**config.mk**
```make
export PLATFORM = sky130hd
export DESIGN_NAME = cgra_config_loader
export DESIGN_NICKNAME = d
export VERILOG_FILES = /design/src/rtl/cgra_cfg_pkg.sv /design/src/rtl/cfg_word_assembler.sv /design/src/rtl/cgra_config_loader.sv
export SDC_FILE = /design/constraint.sdc
export NUM_CORES = 1
export LEC_CHECK = 0
export BUFFER_PORTS_ARGS = -buffer_cell sky130_fd_sc_hd__buf_2
export CAP_MARGIN = 20
export CORE_ASPECT_RATIO = 0.8
export CORE_MARGIN = 1.5
export CORE_UTILIZATION = 30
export DETAILED_ROUTE_END_ITERATION = 6
export SLEW_MARGIN = 20
export SYNTH_ARGS = -nofsm -noshare
export SYNTH_HDL_FRONTEND = slang
export SYNTH_SLANG_ARGS = --single-unit
```
**constraint.sdc**
```tcl
create_clock -name clock -period 4.9 [get_ports clock]
set_clock_uncertainty 0.1 [all_clocks]
set_input_delay 0.245 -clock clock [delete_from_list [all_inputs] [get_ports clock]]
set_output_delay 0.245 -clock clock [all_outputs]
set_load 0.005 [all_outputs]
```
**src/rtl/cgra_cfg_pkg.sv**
```systemverilog
// Shared types and constants for the CGRA configuration loader and its benches.
// The parity-protected load is enabled by defining CGRA_CFG_PARITY_EN.
package cgra_cfg_pkg;

    localparam int CTRL_W = 8;
    localparam int NIB_W  = 4;

    typedef enum logic [2:0] {
        ST_IDLE,
        ST_LOAD_HI,
        ST_LOAD_LO,
        ST_LOAD_PAR,
        ST_COMMIT
    } cfg_state_t;

    // Field layout of one PE control word.
    localparam int ALU_OP_LSB   = 0;
    localparam int ALU_OP_MSB   = 1;
    localparam int SEL_OP_1_LSB = 2;
    localparam int SEL_OP_1_MSB = 4;
    localparam int SEL_OP_0_LSB = 5;
    localparam int SEL_OP_0_MSB = 7;

    localparam logic [1:0] ALU_OR  = 2'd0;
    localparam logic [1:0] ALU_AND = 2'd1;
    localparam logic [1:0] ALU_XOR = 2'd2;
    localparam logic [1:0] ALU_SHL = 2'd3;

endpackage

```
**src/rtl/cfg_word_assembler.sv**
```systemverilog
// Merges one pin nibble into the high or low half of a PE control word and,
// when CGRA_CFG_PARITY_EN is defined, checks a parity nibble against that word.
module cfg_word_assembler #(
    parameter int NIB_W = cgra_cfg_pkg::NIB_W
) (
    input  logic [2*NIB_W-1:0] cur_word_i,
    input  logic [NIB_W-1:0]   nib_i,
    input  logic               load_lo_i,
`ifdef CGRA_CFG_PARITY_EN
    output logic               par_ok_o,
`endif
    output logic [2*NIB_W-1:0] word_o
);

    always_comb begin
        // NOTE: assigning the full default first means every path drives
        // word_o, so no latch can be inferred from the partial updates below.
        word_o = cur_word_i;
        if (load_lo_i) begin
            word_o[NIB_W-1:0] = nib_i;
        end else begin
            word_o[2*NIB_W-1:NIB_W] = nib_i;
        end
    end

`ifdef CGRA_CFG_PARITY_EN
    // Only bit 0 of the parity nibble carries information.
    assign par_ok_o = (nib_i[0] == ^cur_word_i);
`endif

endmodule

```
**src/rtl/cgra_config_loader.sv**
```systemverilog
// Nibble-stream configuration loader with a shadow buffer and atomic commit
// to the PE control bus. Define CGRA_CFG_PARITY_EN for per-word parity.
module cgra_config_loader #(
    parameter int NUM_PE = 4,
    parameter int CTRL_W = cgra_cfg_pkg::CTRL_W,
    parameter int NIB_W  = cgra_cfg_pkg::NIB_W
) (
    input  logic                     clock,
    input  logic                     reset,
    input  logic                     cfg_start,
    input  logic                     cfg_valid,
    input  logic [NIB_W-1:0]         cfg_data,
    output logic                     cfg_ready,
    input  logic                     run_req,
    output logic                     pe_en,
    output logic [NUM_PE*CTRL_W-1:0] ctrl_out,
    output logic                     busy,
    output logic                     cfg_done,
    output logic                     cfg_error
);

    import cgra_cfg_pkg::cfg_state_t;
    import cgra_cfg_pkg::ST_IDLE;
    import cgra_cfg_pkg::ST_LOAD_HI;
    import cgra_cfg_pkg::ST_LOAD_LO;
    import cgra_cfg_pkg::ST_LOAD_PAR;
    import cgra_cfg_pkg::ST_COMMIT;

    localparam int               IDX_W    = (NUM_PE > 1) ? $clog2(NUM_PE) : 1;
    localparam logic [IDX_W-1:0] LAST_IDX = IDX_W'(NUM_PE - 1);

    cfg_state_t               state_q;
    logic [IDX_W-1:0]         pe_idx_q;
    logic [CTRL_W-1:0]        shadow_q [NUM_PE];
    logic [NUM_PE*CTRL_W-1:0] ctrl_out_q;
    logic                     cfg_done_q;
    logic [CTRL_W-1:0]        shadow_d;

`ifdef CGRA_CFG_PARITY_EN
    logic cfg_error_q;
    logic par_ok;
`endif

    cfg_word_assembler #(
        .NIB_W (NIB_W)
    ) u_word_assembler (
        .cur_word_i (shadow_q[pe_idx_q]),
        .nib_i      (cfg_data),
        .load_lo_i  (state_q == ST_LOAD_LO),
`ifdef CGRA_CFG_PARITY_EN
        .par_ok_o   (par_ok),
`endif
        .word_o     (shadow_d)
    );

    always_ff @(posedge clock or posedge reset) begin
        if (reset) begin
            state_q    <= ST_IDLE;
            pe_idx_q   <= '0;
            ctrl_out_q <= '0;
            cfg_done_q <= 1'b0;
            // NOTE: the shadow buffer must read as zero after reset, so it is
            // built from resettable flops rather than an unreset memory.
            for (int i = 0; i < NUM_PE; i++) begin
                shadow_q[i] <= '0;
            end
`ifdef CGRA_CFG_PARITY_EN
            cfg_error_q <= 1'b0;
`endif
        end else begin
            // NOTE: non-blocking assignments keep every register reading the
            // pre-edge values, independent of statement order.
            case (state_q)
                ST_IDLE: begin
                    if (cfg_start) begin
                        state_q  <= ST_LOAD_HI;
                        pe_idx_q <= '0;
`ifdef CGRA_CFG_PARITY_EN
                        cfg_error_q <= 1'b0;
`endif
                    end
                end
                ST_LOAD_HI: begin
                    if (cfg_valid) begin
                        shadow_q[pe_idx_q] <= shadow_d;
                        state_q            <= ST_LOAD_LO;
                    end
                end
                ST_LOAD_LO: begin
                    if (cfg_valid) begin
                        shadow_q[pe_idx_q] <= shadow_d;
`ifdef CGRA_CFG_PARITY_EN
                        state_q <= ST_LOAD_PAR;
`else
                        if (pe_idx_q == LAST_IDX) begin
                            state_q <= ST_COMMIT;
                        end else begin
                            pe_idx_q <= pe_idx_q + 1'b1;
                            state_q  <= ST_LOAD_HI;
                        end
`endif
                    end
                end
`ifdef CGRA_CFG_PARITY_EN
                ST_LOAD_PAR: begin
                    if (cfg_valid) begin
                        if (!par_ok) begin
                            // Abandon the load; the committed words stay live.
                            state_q     <= ST_IDLE;
                            cfg_error_q <= 1'b1;
                        end else if (pe_idx_q == LAST_IDX) begin
                            state_q <= ST_COMMIT;
                        end else begin
                            pe_idx_q <= pe_idx_q + 1'b1;
                            state_q  <= ST_LOAD_HI;
                        end
                    end
                end
`endif
                ST_COMMIT: begin
                    for (int i = 0; i < NUM_PE; i++) begin
                        ctrl_out_q[i*CTRL_W +: CTRL_W] <= shadow_q[i];
                    end
                    cfg_done_q <= 1'b1;
                    state_q    <= ST_IDLE;
                end
                default: state_q <= ST_IDLE;
            endcase
        end
    end

    assign cfg_ready = (state_q == ST_LOAD_HI) || (state_q == ST_LOAD_LO) ||
                       (state_q == ST_LOAD_PAR);
    assign busy      = (state_q != ST_IDLE);
    assign ctrl_out  = ctrl_out_q;
    assign cfg_done  = cfg_done_q;
    // The array is held off for the single cycle in which ctrl_out swaps.
    assign pe_en     = run_req && cfg_done_q && (state_q != ST_COMMIT);

`ifdef CGRA_CFG_PARITY_EN
    assign cfg_error = cfg_error_q;
`else
    assign cfg_error = 1'b0;
`endif

endmodule
```
==> results of run 1 <==
[through the flow]
step	worst slack, ns	total power [W]	cell area [um2]	instances
2_1_floorplan	2.79	0.00123	3240	203
3_3_place_gp	2.56	0.00133	3600	378
3_5_place_dp	2.54	0.00134	3600	378
4_1_cts	2.42	0.00206	3920	394
5_1_grt	2.23	0.00214	3920	394
6_report	2.47	0.00203	3920	394
[power by group]
group / switching [W] / total (W) / internal [W]
Clock: 0.000240 / 0.000697 / 0.000457
Sequential: 0.000127 / 0.000810 / 0.000682
Combinational: 0.000186 / 0.000520 / 0.000334
Total: 0.000553 / 0.00203 / 0.00147
[layout make-up]
| type | count | area [um2] | share of cell area (%) |
|---|---|---|---|
| timing repair buffer | 50 | 265 | 6.77 |
| sequential | 70 | 1750 | 44.7 |
| multi-input combinational | 115 | 1390 | 35.5 |
| tap | 140 | 175 | 4.47 |
| clock buffer | 10 | 239 | 6.10 |
| clock inverter | 6 | 85.1 | 2.17 |
| inverter | 3 | 11.3 | 0.287 |
[routing by layer]
metal	up-vias	track usage [%]	wire (um)
met4	0	5.72	88
met1	913	15.5	2980
met2	37	18.5	2810
met5	-	0	0
li1	822	-	-
met3	9	4.03	256
[how the worst max path moves through the flow]
stage,cells after the start,slack [ns],start,end
floorplan,1,2.79,reset,cfg_done
global placement,5,2.56,pe_idx_q[0],shadow_q[24]
detailed placement,5,2.54,pe_idx_q[0],shadow_q[31]
CTS,5,2.42,state_q[0],pe_en
global route,5,2.23,state_q[0],pe_en
finish,5,2.47,state_q[0],pe_en
[flip-flops by register name, indices dropped and copies added, names as in the netlist]
signal	flops
cfg_done	1
state_q	3
pe_idx_q	2
ctrl_out	32
shadow_q	32
[layout by cell type, fill, tap and decap left out]
cell	netlist	layout
clkbuf_8	0	1
xnor2_1	1	1
nand4bb_1	1	1
nand3b_1	2	2
clkbuf_16	0	9
mux2_2	40	40
and4bb_2	1	1
and2_1	2	2
ha_1	4	4
or3_1	1	1
mux2i_1	2	2
conb_1	1	1
clkinvlp_4	0	2
mux2_4	32	32
inv_2	0	1
nor3b_2	1	1
bufinv_16	0	2
mux4_2	8	8
buf_4	4	6
dfrtp_1	70	70
nor2_1	4	4
nand2_1	4	4
or2_2	1	1
a21oi_1	2	2
a211oi_1	1	1
nor4bb_2	0	3
nand2b_1	3	3
clkinv_2	0	2
inv_1	3	2
buf_2	8	44
a21o_1	1	1
[logic make-up (layout without fill, tap and decap cells)]
logic type,Yosys count,count (layout),synth area share (%)
adders and majority gates,4,4,1.54
buffers and inverters,18,69,3.55
xor gates and xnor gates,1,1,0.270
and+or+nand+nor,23,23,4.79
AOI/OAI and AO/OA,4,4,0.772
DFF,70,70,54.1
muxes,82,82,34.9
other,1,1,0.116
[worst max-delay path: stages, from the launching register on]
cell and delay, ns:
dfrtp_1 0.49, nor2_1 0.16, and2_1 0.49, buf_4 0.40, nor2_1 0.08, buf_2 0.13
==> metrics.txt, run 1 <==
H-tree depth 3; Vias per Instance 4.52; Fin. Hold Viols 0; reg2reg start pe_idx_q[0]; crit end category output pin; critical path fanouts, max 23; clk_lat worst skew 0.33 ns; Post-layout nets 262; Antenna Nets Post-Route 0; Die Footprint 11400 um2; post-synthesis async set-or-reset flop share 100%; initial antenna violation count 0; VDD IR-drop max 0.000245 V; top_reg_cell synth dfrtp_1; dominant cell by count in the synthesized netlist dfrtp_1; Hold Path Class input pin to asynchronous set/reset pin; Clock transition at path regs 0.06 ns; status completed; setup tns final 0 ns; Cell Pwr Density 517 nW/um2; Yosys top cell area share 54.1%; first-pass GRT wire length 10200 um; Via Count 1781; Final setup viols 0; core box area 10400 um2; n_diodes 0; largest net degree at the start of global routing 71; via count of the first global-routing pass 1838; FF+latch count, synth 70; Cells after Synth 203; final count of pins violating max slew 0; Post-synth EDFFs 0; LEAKAGE 1.94 nW; number of fill cells in the layout 986; grt total ovfl 0; Port Buf Inserts 44; total setup buffers inserted after CTS 0; maximum buffer depth of the clock tree 2; Startpoint Class register; cell taking the most area after synthesis dfrtp_1; Worst R2R Path Depth 5; die height 96.0 um; worst slew pin tran 0.877 ns; HPWL Detailed 4230 um; Placer Congestion 0.777; reg-to-reg endpoint shadow_q[13]; synth cell count leaders dfrtp_1 (70), mux2_2 (40), mux2_4 (32), buf_2 (8), mux4_2 (8); Resized Gates After CTS 0; Hold Slack 0.0582 ns; Syn Nets 216; Layout area overhead 21.0%; final core utilization 37.8%; WL final 6140 um; Final Cycle Share 49.6%; # hold bufs at CTS 0; MaxCap Viol Count 0; CTS Buf Count 9; starting density of the core 31.3%; Yosys warnings 0; WP data required 4.55 ns; clock period minus worst slack 2.43 ns; f_max 412 MHz; Syn Std Cell Area 3240 um2; CTS tree done; post-synthesis sequential area ratio 54.1%; RSZ-0062 raised after global routing no; layout cells sized above 1 60.2%; class of the most critical setup path register to output pin; gr usage total 12.1%; CTS root buf clkbuf_16; Starting DRT DRC Count 67; first drt pass iteration count 4; DRC viols 0; CTS sink cnt 70; synth top area cells dfrtp_1 (54%), mux2_4 (15%), mux2_2 (14%), mux4_2 (5.6%), ha_1 (1.5%); detailed-route wire length per cell 15.6 um; arrival time worst endpoint 2.08 ns; Avg Cell Area, Syn 16.0 um2; number of core rows 33; Reg2Reg Setup Slack 2.52 ns; Slew headroom 41.6%; Die W 119 um; number of distinct library cells after synthesis 26; Top Ports 46
Power figures use the tool's default switching activity.
==> inputs of run 2 (changes only) <==
==> constraint.sdc (replaced) <==
create_clock -name clock -period 2.3 [get_ports clock]
set_clock_uncertainty 0.1 [all_clocks]
set_input_delay 0.115 -clock clock [delete_from_list [all_inputs] [get_ports clock]]
set_output_delay 0.115 -clock clock [all_outputs]
set_load 0.005 [all_outputs]
==> metrics.txt, run 2 (synthesis results as in run 1) <==
FF+latch area 1750 um2 (unchanged); largest net degree at the start of global routing 31 (was 71); post-route cell area 4030 um2 (was 3920 um2); starting density of the core 31.3% (unchanged); crit end category register (was output pin); critical path fanouts, max 5 (was 23); worst slew pin tran 0.777 ns (was 0.877 ns); commonest non-fill, non-tap cell in the layout dfrtp_1 (unchanged); Fin. Hold Viols 0 (unchanged); number of core rows 33 (unchanged); CTS Buf Count 9 (unchanged); number of fill cells in the layout 972 (was 986); f_max 479 MHz; class of the most critical setup path register to register (was register to output pin); Final setup viols 0 (unchanged); Top Ports 46 (unchanged); H-tree depth 3 (unchanged); Resized Gates After CTS 0 (unchanged); Via Count 1814 (was 1781); commonest cells after routing, fill and taps aside dfrtp_1 (70), buf_2 (44), mux2_2 (40), mux2_4 (32), buf_4 (16) (was dfrtp_1 (70), buf_2 (44), mux2_2 (40), mux2_4 (32), clkbuf_16 (9)); Clock transition at path regs 0.05 ns (was 0.06 ns); Post-layout nets 273 (was 262); Antenna Nets Post-Route 0 (unchanged); Die Footprint 11400 um2 (unchanged); LEAKAGE 2.01 nW (was 1.94 nW); n_diodes 0 (unchanged); Final Cycle Share 90.9%; VDD IR-drop max 0.000425 V (was 0.000245 V); first-pass GRT wire length 10400 um (was 10200 um); die height 96.0 um (unchanged); via count of the first global-routing pass 1897 (was 1838); multi-input logic area 1390 um2 (unchanged); core box area 10400 um2 (unchanged); Vias per Instance 4.48 (was 4.52); first drt pass iteration count 4 (unchanged); Die W 119 um (unchanged); CTS tree done (unchanged); Startpoint Class register (unchanged); WL final 6350 um (was 6140 um); Port Buf Inserts 44 (unchanged); Placer Congestion 0.793 (was 0.777); setup tns final 0 ns (unchanged); status completed (unchanged); dpl ws 0.142 ns (was 2.54 ns); layout cells sized above 1 61.1% (was 60.2%); placed cell area 3670 um2 (was 3600 um2); CTS root buf clkbuf_16 (unchanged); Layout area overhead 24.4% (was 21.0%); RSZ-0062 raised after global routing no (unchanged); # hold bufs at CTS 1 (was 0); Hold Path Class input pin to register (was input pin to asynchronous set/reset pin); Final Power 0.00449 W (was 0.00203 W); maximum buffer depth of the clock tree 2 (unchanged); MaxCap Viol Count 0 (unchanged); initial antenna violation count 0 (unchanged); gr usage total 12.3% (was 12.1%); HPWL Detailed 4450 um (was 4230 um); Starting DRT DRC Count 59 (was 67); CTS sink cnt 70 (unchanged); final count of pins violating max slew 0 (unchanged); grt total ovfl 0 (unchanged); Cell Pwr Density 1110 nW/um2 (was 517 nW/um2); clock period minus worst slack 2.09 ns; Setup WS post-layout 0.210 ns (was 2.47 ns); WP data required 2.42 ns (was 4.55 ns); detailed-route wire length per cell 15.7 um (was 15.6 um); Slew headroom 47.5% (was 41.6%); clk_lat worst skew 0.33 ns (about the same); total setup buffers inserted after CTS 0 (unchanged); arrival time worst endpoint 2.21 ns (was 2.08 ns); DRC viols 0 (unchanged)
[run 2: cell types whose count changed in the layout (fill, tap and decap cells not counted)]
| cell | before | now |
|---|---|---|
| dlygate4sd3_1 | 0 | 1 |
| clkinvlp_4 | 2 | 1 |
| clkinv_4 | 0 | 1 |
| buf_4 | 6 | 16 |
| clkinv_2 | 2 | 0 |
| clkbuf_1 | 0 | 1 |
| bufinv_16 | 2 | 3 |
[run 2: area by class of cell]
cell class | instances | share of cell area [%]
Multi-Input combinational cell | 115 | 34.6
Clock buffer | 11 | 6.02
Tap cell | 140 | 4.35
Timing Repair Buffer | 61 | 8.69
Inverter | 3 | 0.279
Clock inverter | 5 | 2.64
Sequential cell | 70 | 43.5
[run 2: worst max-delay path: stages, from the launching register on]
cell and delay [ns]:
dfrtp_1 0.38, xnor2_1 0.20, nor4bb_2 0.72, buf_4 0.27, mux2_4 0.30
[run 2: worst paths after layout]
| path | startpoint | end | slack, ns | cells after the start |
|---|---|---|---|---|
| min reg2reg | cfg_done | cfg_done | 0.39 | 1 |
| min in group asynchronous | reset | ctrl_out[7] | 0.31 | 3 |
| max in group asynchronous | reset | ctrl_out[25] | 1.06 | 4 |
| max reg2reg | state_q[0] | shadow_q[28] | 0.21 | 4 |
| max | state_q[0] | shadow_q[28] | 0.21 | 4 |
| min | cfg_valid | state_q[1] | 0.04 | 3 |
[run 2: per-layer routing]
metal  wire [um]  share of wire (%)  track usage (%)
met2        3050                 48             19.5
met5           0                  0                0
met3         250                3.9             4.62
met1        2990                 47             15.6
met4          61               0.96             4.12
[run 2: through the flow]
stage / util (%) / hold slack [ns] / instances
floorplan: - / 0.176 / 203
global placement: 35.4 / 0.126 / 388
detailed placement: 35.4 / 0.138 / 388
CTS: 38.9 / 0.0385 / 405
global route: 38.9 / 0.0450 / 405
finish: 38.9 / 0.0436 / 405
[run 2: report_power, final]
| group | total (W) | internal (W) | leakage, nW | switching (W) |
|---|---|---|---|---|
| sequential | 0.00163 | 0.00146 | 0.945 | 0.000175 |
| clock | 0.00159 | 0.00109 | 0.166 | 0.000505 |
| combinational | 0.00126 | 0.000765 | 0.896 | 0.000499 |
